<file path="src/rtl/demux_x16_seq.sv">
// Sequential 1-to-16 demultiplexer: routes words into 16 lanes and presents them as one frame.
// Optional macro DEMUX_X16_FLUSH_EN adds a flush input to emit a partially filled frame early.
module demux_x16_seq #(
    parameter int DATA_W = 8
) (
    input  logic                clk,
    input  logic                rst_n,
    input  logic [DATA_W-1:0]   in_data,
    input  logic                in_valid,
    output logic                in_ready,
    input  logic                sel_mode,
    input  logic [3:0]          in_sel,
    output logic [16*DATA_W-1:0] out_data,
    output logic                out_valid,
    input  logic                out_ready,
    output logic [15:0]         lane_mask,
`ifdef DEMUX_X16_FLUSH_EN
    input  logic                flush,
`endif
    output logic                o_dbg_state
);

    // Handshake: a word moves on in_valid && in_ready, a frame on out_valid && out_ready.
    localparam logic S_FILL = 1'b0;
    localparam logic S_HOLD = 1'b1;

    logic                  r_state;
    logic [3:0]            r_cnt;
    logic [16*DATA_W-1:0]  r_lanes;
    logic [15:0]           r_mask;

    logic                  w_accept;
    logic [3:0]            w_lane;
    logic [15:0]           w_lane_bit;
    logic [15:0]           w_mask_nxt;
    logic                  w_done;
    logic                  w_flush_go;

    assign w_accept   = in_valid && (r_state == S_FILL);
    assign w_lane     = sel_mode ? in_sel : r_cnt;
    assign w_lane_bit = 16'd1 << w_lane;
    assign w_mask_nxt = r_mask | (w_accept ? w_lane_bit : 16'd0);
    assign w_done     = (w_mask_nxt == 16'hFFFF);

`ifdef DEMUX_X16_FLUSH_EN
    // A same-cycle accept counts toward the non-empty check, so it is written before flushing.
    assign w_flush_go = flush && (r_state == S_FILL) && (w_mask_nxt != 16'd0);
`else
    assign w_flush_go = 1'b0;
`endif

    always_ff @(posedge clk or negedge rst_n) begin
        if (!rst_n) begin
            r_state <= S_FILL;
            r_cnt   <= 4'd0;
            r_lanes <= '0;
            r_mask  <= 16'd0;
        end else begin
            case (r_state)
                S_FILL: begin
                    if (w_accept) begin
                        for (int k = 0; k < 16; k++) begin
                            if (w_lane == 4'(k)) begin
                                r_lanes[k*DATA_W +: DATA_W] <= in_data;
                            end
                        end
                        r_mask <= w_mask_nxt;
                        if (!sel_mode) begin
                            r_cnt <= r_cnt + 4'd1;
                        end
                    end
                    if (w_done || w_flush_go) begin
                        r_state <= S_HOLD;
                    end
                end
                S_HOLD: begin
                    if (out_ready) begin
                        r_state <= S_FILL;
                        r_cnt   <= 4'd0;
                        r_lanes <= '0;
                        r_mask  <= 16'd0;
                    end
                end
                default: r_state <= S_FILL;
            endcase
        end
    end

    assign in_ready    = (r_state == S_FILL);
    assign out_valid   = (r_state == S_HOLD);
    assign out_data    = r_lanes;
    assign lane_mask   = r_mask;
    assign o_dbg_state = r_state;

endmodule

</file>
<file path="config.mk">
export PLATFORM = sky130hd
export DESIGN_NAME = demux_x16_seq
export DESIGN_NICKNAME = d
export VERILOG_FILES = /design/src/rtl/demux_x16_seq.sv
export SDC_FILE = /design/constraint.sdc
export NUM_CORES = 1
export LEC_CHECK = 0
export ABC_AREA = 1
export BUFFER_PORTS_ARGS = -buffer_cell sky130_fd_sc_hd__buf_2
export CORE_UTILIZATION = 47
export DETAILED_ROUTE_END_ITERATION = 10
export PLACE_DENSITY = 0.75
export SYNTH_ARGS = -nofsm -noshare
export SYNTH_HDL_FRONTEND = slang
export SYNTH_SLANG_ARGS = --single-unit
export TNS_END_PERCENT = 30
</file>
<file path="constraint.sdc">
create_clock -name clk -period 1.5 [get_ports clk]
set_input_delay 0.15 -clock clk [delete_from_list [all_inputs] [get_ports clk]]
set_output_delay 0.15 -clock clk [all_outputs]
set_load 0.1 [all_outputs]
</file>
==> flow_metrics.env, run 1 <==
export IMPL_final_area_sq_um=8250
export IMPL_skew_ps=5.63
export IMPL_die_area_sq_um=13600
export IMPL_grt_start_max_net_pins=52
export IMPL_drc=0
export IMPL_fin_ws_ps=-85.3
export IMPL_layout_common_cells="159 x buf_2, 148 x dfrtp_1, 100 x nand2_1"
export IMPL_critPathKind="flop to flop"
export IMPL_core_area_sq_um=12700
export IMPL_slowest_delay_ps=520
export IMPL_initial_utilization_pct=48.6
export IMPL_slew_headroom_pct=65.5
export IMPL_yosys_warnings=0
export IMPL_cp_arrival_ps=1930
export IMPL_vias=5135
export IMPL_min_path_type="input port to flop"
export IMPL_crit_top_cell="o21bai_2"
export IMPL_numCtsBuffers=17
export IMPL_antenna_found_initial=0
export IMPL_utilization_pct=64.9
export IMPL_critPathBufInv=0
export IMPL_num_rows=41
export IMPL_tns_ps=-116
export IMPL_clk_latency_ps=420
export IMPL_io_buffers=163
export IMPL_drt_wirelength_per_cell_um=16.6
export IMPL_synth_avg_cell_area_sq_um=10.1
export IMPL_crit_family="simple AND/OR/NAND/NOR gates"
export IMPL_grt_pass1_vias=4943
export IMPL_first_iter_violations=330
export IMPL_drv_slew=0
export IMPL_drive_gt1_share_pct=40.3
export IMPL_crit_required_ps=1840
export IMPL_overflow=0
export IMPL_n_antenna_cell=0
export IMPL_antenna_left=0
export IMPL_cts_sinks=149
export IMPL_dp_hpwl_um=11300
export IMPL_syn2layout_area_growth_pct=33.5
export IMPL_vias_per_cell=5.16
export IMPL_h_tree_depth=4
export IMPL_drv_cap=0
export IMPL_final_common_cell="buf_2"
export IMPL_cp_start_kind="flop"
export IMPL_layout_nets=831
export IMPL_hold_violations=0
export IMPL_placed_cell_area_sq_um=7360
export IMPL_syn_cell_area_sq_um=6180
export IMPL_dieHeight_um=117
export IMPL_timing_final_crit_share_pct=106
export IMPL_firstDrtPassIters=5
export IMPL_max_freq_mhz=631
export IMPL_critPathSlowestCell="dfrtp_4"
export IMPL_cts_path_max_buffers=2
export IMPL_rsz0062_at_grt="yes"
export IMPL_die_w_um=117
export IMPL_cp_end_kind="flop"
export IMPL_ios=164
export IMPL_ys_seq_elements=149
export IMPL_synthCells=612
export IMPL_status="finished with violations"
export IMPL_ctsRootBufferMaster="clkbuf_16"
export IMPL_cts_tree="built"
export IMPL_grt_usage_pct=25.7
export IMPL_violations="setup timing"
export IMPL_pre_cts_slack_ps=-87.5
export IMPL_crit_path_max_fanout=5
export IMPL_synth_nets=630
export IMPL_ys_types=31
export IMPL_finalSetupViolations=3
export IMPL_post_route_min_period_ps=1590
export IMPL_tightest_slew_ps=521
export IMPL_crit_path_cell_trace="nor2_4, nand3_1, o21bai_2, nand2_1, nor2_1, nand3_2, o21bai_2"
export IMPL_yosysSeqAreaShare_pct=60.3
export IMPL_clk_pin_slew_ps=60
export IMPL_wirelength_um=16600
export IMPL_grt_pass1_wl_um=26000
export IMPL_globalplace_congestion=0.883
[through the flow]
step / instances / hold WS [ps]
floorplan: 612 / -146
global route: 996 / 71.5
global placement: 949 / 127
finish: 996 / 42.3
detailed placement: 949 / 134
CTS: 992 / 33.2
[worst register-to-register path, delay by kind of cell (launching register included)]
kind | cells | cell delay [ps]
AND/OR/NAND/NOR | 5 | 630
flip-flops | 1 | 520
AO/OA/AOI/OAI | 2 | 350
[flip-flops by register name (all words and copies together), names as in the netlist]
register	cells
o_dbg_state	1
out_data	128
lane_mask	16
r_cnt	4
[cells in the mapped netlist (all sizes together)]
cell type	n	area share (%)
a21oi	32	2.7
buf	25	3.0
clkbuf	9	0.55
dfrtp	149	60
ha	1	0.20
inv	42	2.6
nand2	128	9.3
nand3	64	5.8
nand4	1	0.10
nor2	37	3.2
nor4	1	0.20
o21ai	119	12
o21bai	3	0.42
xnor2	1	0.14
[cells by family after synthesis]
logic type / count (synthesis) / share of synthesized area [%]
xor gates and xnor gates: 1 / 0.142
and+or+nand+nor: 231 / 18.6
buffers and inverters: 76 / 6.17
AOI/OAI and AO/OA: 154 / 14.6
adders and majority gates: 1 / 0.202
DFF: 149 / 60.3
[layer usage]
metal / GRT usage [%] / vias to the layer above / wire [um]
li1: - / 2423 / -
met5: 0 / - / 0
met4: 8.10 / 0 / 261
met2: 41.5 / 188 / 7890
met3: 8.25 / 25 / 1180
met1: 33.1 / 2499 / 7230
[final timing paths]
path	from	to	slack (ps)	depth (start not counted)
worst max-delay path	o_dbg_state$_DFF_PN0_	o_dbg_state$_DFF_PN0_	-90	7
worst min-delay path	in_data[1]	out_data[113]$_DFFE_PN0P_	40	3
worst max register to register	o_dbg_state$_DFF_PN0_	o_dbg_state$_DFF_PN0_	-90	7
worst min register to register	out_data[123]$_DFFE_PN0P_	out_data[123]$_DFFE_PN0P_	480	2
max in group asynchronous	rst_n	out_data[22]$_DFFE_PN0P_	620	3
min in group asynchronous	rst_n	out_data[83]$_DFFE_PN0P_	240	2
[what timing repair did]
| action | CTS | global route |
|---|---|---|
| hold buffers | 8 | 0 |
| pin swaps | 8 | 6 |
| endpoints found under the hold margin | 54 | 0 |
| setup buffers | 5 | 3 |
| endpoints found under the setup margin | 38 | 82 |
| gates cloned | 0 | 1 |
| gates resized for setup | 17 | 27 |
[cell type report]
type / instances / area (sq um)
Clock buffer: 21 / 450
Clock inverter: 9 / 154
Fill cell: 1022 / 4470
Inverter: 42 / 180
Multi-Input combinational cell: 388 / 2180
Sequential cell: 149 / 3730
Tap cell: 172 / 215
Timing Repair Buffer: 215 / 1350
Power of run 1 is not shown: default switching activity piles up to over one toggle a cycle in this logic, so the estimate is an artifact.
==> run 2: changes to the inputs <==
--- a/config.mk
+++ b/config.mk
@@ -10,6 +10,7 @@
 export CORE_UTILIZATION = 47
 export DETAILED_ROUTE_END_ITERATION = 10
 export PLACE_DENSITY = 0.75
+export SKIP_LAST_GASP = 1
 export SYNTH_ARGS = -nofsm -noshare
 export SYNTH_HDL_FRONTEND = slang
 export SYNTH_SLANG_ARGS = --single-unit
==> run 2 against run 1 <==
  * The flow still finishes with violations (setup timing)
  * Count of clock-buffer cells in the layout unchanged
  * First-iteration DRC count down 0.30%
  * Fmax about the same
  * Critical path depth unchanged
  * Sequential share of layout area down 0.11 points
  * Via count up 0.16%
  * Final cell count up 0.20%
  * Design area up 0.24%
  * Non-clock buffer count up 2
  * Routed wire length up 0.36%
  * Critical path type unchanged
==> flow_metrics.env, run 2 (same netlist as run 1, synthesis figures left out) <==
export IMPL_largest_reg_flops=128
export IMPL_place_inst=949
export IMPL_layout_nets=833
export IMPL_h_tree_depth=4
export IMPL_min_path_type="input port to flop"
export IMPL_clk_latency_ps=420
export IMPL_vias=5143
export IMPL_tns_ps=-195
export IMPL_syn2layout_area_growth_pct=33.8
export IMPL_status="finished with violations"
export IMPL_slew_headroom_pct=65.6
export IMPL_io_buffers=163
export IMPL_core_area_sq_um=12700
export IMPL_first_iter_violations=329
export IMPL_overflow=0
export IMPL_hold_violations=0
export IMPL_cp_arrival_ps=1930
export IMPL_ctsRootBufferMaster="clkbuf_16"
export IMPL_skew_ps=4.47
export IMPL_final_area_sq_um=8270
export IMPL_finalSetupViolations=5
export IMPL_rsz0062_at_grt="yes"
export IMPL_initial_utilization_pct=48.6
export IMPL_wirelength_um=16600
export IMPL_placed_cell_area_sq_um=7360
export IMPL_crit_required_ps=1840
export IMPL_cp_start_kind="flop"
export IMPL_numCtsBuffers=17
export IMPL_grt_pass1_wl_um=26000
export IMPL_tightest_slew_ps=520
export IMPL_endpoint="o_dbg_state$_DFF_PN0_"
export IMPL_r2r_start="o_dbg_state$_DFF_PN0_"
export IMPL_max_freq_mhz=630
export IMPL_drv_slew=0
export IMPL_instances_no_fill=998
export IMPL_crit_path_max_fanout=5
export IMPL_timing_final_crit_share_pct=106
export IMPL_vias_per_cell=5.15
export IMPL_antenna_left=0
export IMPL_worstSetupStartpoint="o_dbg_state$_DFF_PN0_"
export IMPL_die_w_um=117
export IMPL_cts_sinks=149
export IMPL_drive_gt1_share_pct=40.3
export IMPL_drv_cap=0
export IMPL_dieHeight_um=117
export IMPL_dp_hpwl_um=11300
export IMPL_ios=164
export IMPL_layout_common_cells="160 x buf_2, 148 x dfrtp_1, 101 x nand2_1"
export IMPL_globalplace_congestion=0.883
export IMPL_drc=0
export IMPL_drt_wirelength_per_cell_um=16.7
export IMPL_grt_usage_pct=25.7
export IMPL_cp_end_kind="flop"
export IMPL_rrSetupSlack_ps=-90
export IMPL_rr_worst_depth=7
export IMPL_grt_pass1_vias=4943
export IMPL_num_rows=41
export IMPL_cts_path_max_buffers=2
export IMPL_timing_rr_end="o_dbg_state$_DFF_PN0_"
export IMPL_grt_start_max_net_pins=52
export IMPL_antenna_found_initial=0
export IMPL_die_area_sq_um=13600
export IMPL_final_common_cell="buf_2"
export IMPL_fillCellCount=1012
export IMPL_pre_cts_slack_ps=-87.5
export IMPL_critPathKind="flop to flop"
export IMPL_n_antenna_cell=0
export IMPL_fin_ws_ps=-86.7
export IMPL_violations="setup timing"
export IMPL_firstDrtPassIters=5
export IMPL_clk_pin_slew_ps=60
export IMPL_cts_tree="built"
export IMPL_post_route_min_period_ps=1590
## run 2: worst min path at each step
stage,start,to,slack [ps],cells past startpoint
floorplan,rst_n,lane_mask[0]$_DFFE_PN0P_,-150,0
global placement,rst_n,out_data[80]$_DFFE_PN0P_,130,1
detailed placement,rst_n,out_data[83]$_DFFE_PN0P_,130,1
CTS,in_data[1],out_data[113]$_DFFE_PN0P_,30,3
global route,out_ready,o_dbg_state$_DFF_PN0_,90,3
finish,out_ready,o_dbg_state$_DFF_PN0_,70,3
## run 2: through the flow
step / util [%] / hold slack (ps)
6_report: 65.0 / 67.1
2_1_floorplan: - / -146
5_1_grt: 65.0 / 85.4
3_3_place_gp: 57.9 / 127
3_5_place_dp: 57.9 / 134
4_1_cts: 63.9 / 33.2
## run 2: cell type report
type	count	area (sq um)	area share, %
multi-input cells	388	2170	26.3
repair buffers	217	1370	16.6
clock inverters	9	154	1.86
flip-flops and latches	149	3730	45.1
clock buffers	21	450	5.44
inverters	42	175	2.12
well taps	172	215	2.60
## run 2: layer usage
| metal | vias up | GRT usage [%] | wire [um] |
|---|---|---|---|
| met1 | 2494 | 33.1 | 7090 |
| met4 | 0 | 8.10 | 242 |
| met2 | 197 | 41.5 | 7960 |
| met5 | - | 0 | 0 |
| li1 | 2430 | - | - |
| met3 | 22 | 8.25 | 1330 |
## run 2: critical path, cell delays in order, from the launching register on
cell	delay, ps
dfrtp_4	520
nor2_4	160
nand3_1	190
o21bai_2	210
nand2_1	70
nor2_1	110
nand3_2	100
o21bai_2	140
## run 2: repair_timing
item                                   4_1_cts  5_1_grt
endpoints found under the hold margin       54        0
cloned                                       0        1
pin swaps                                    8        5
resized for setup                           15       16
buffers inserted                             5        5
setup endpoints to repair                   38       82
hold buffers                                 8        0
Power of run 2 is left out for the same reason.
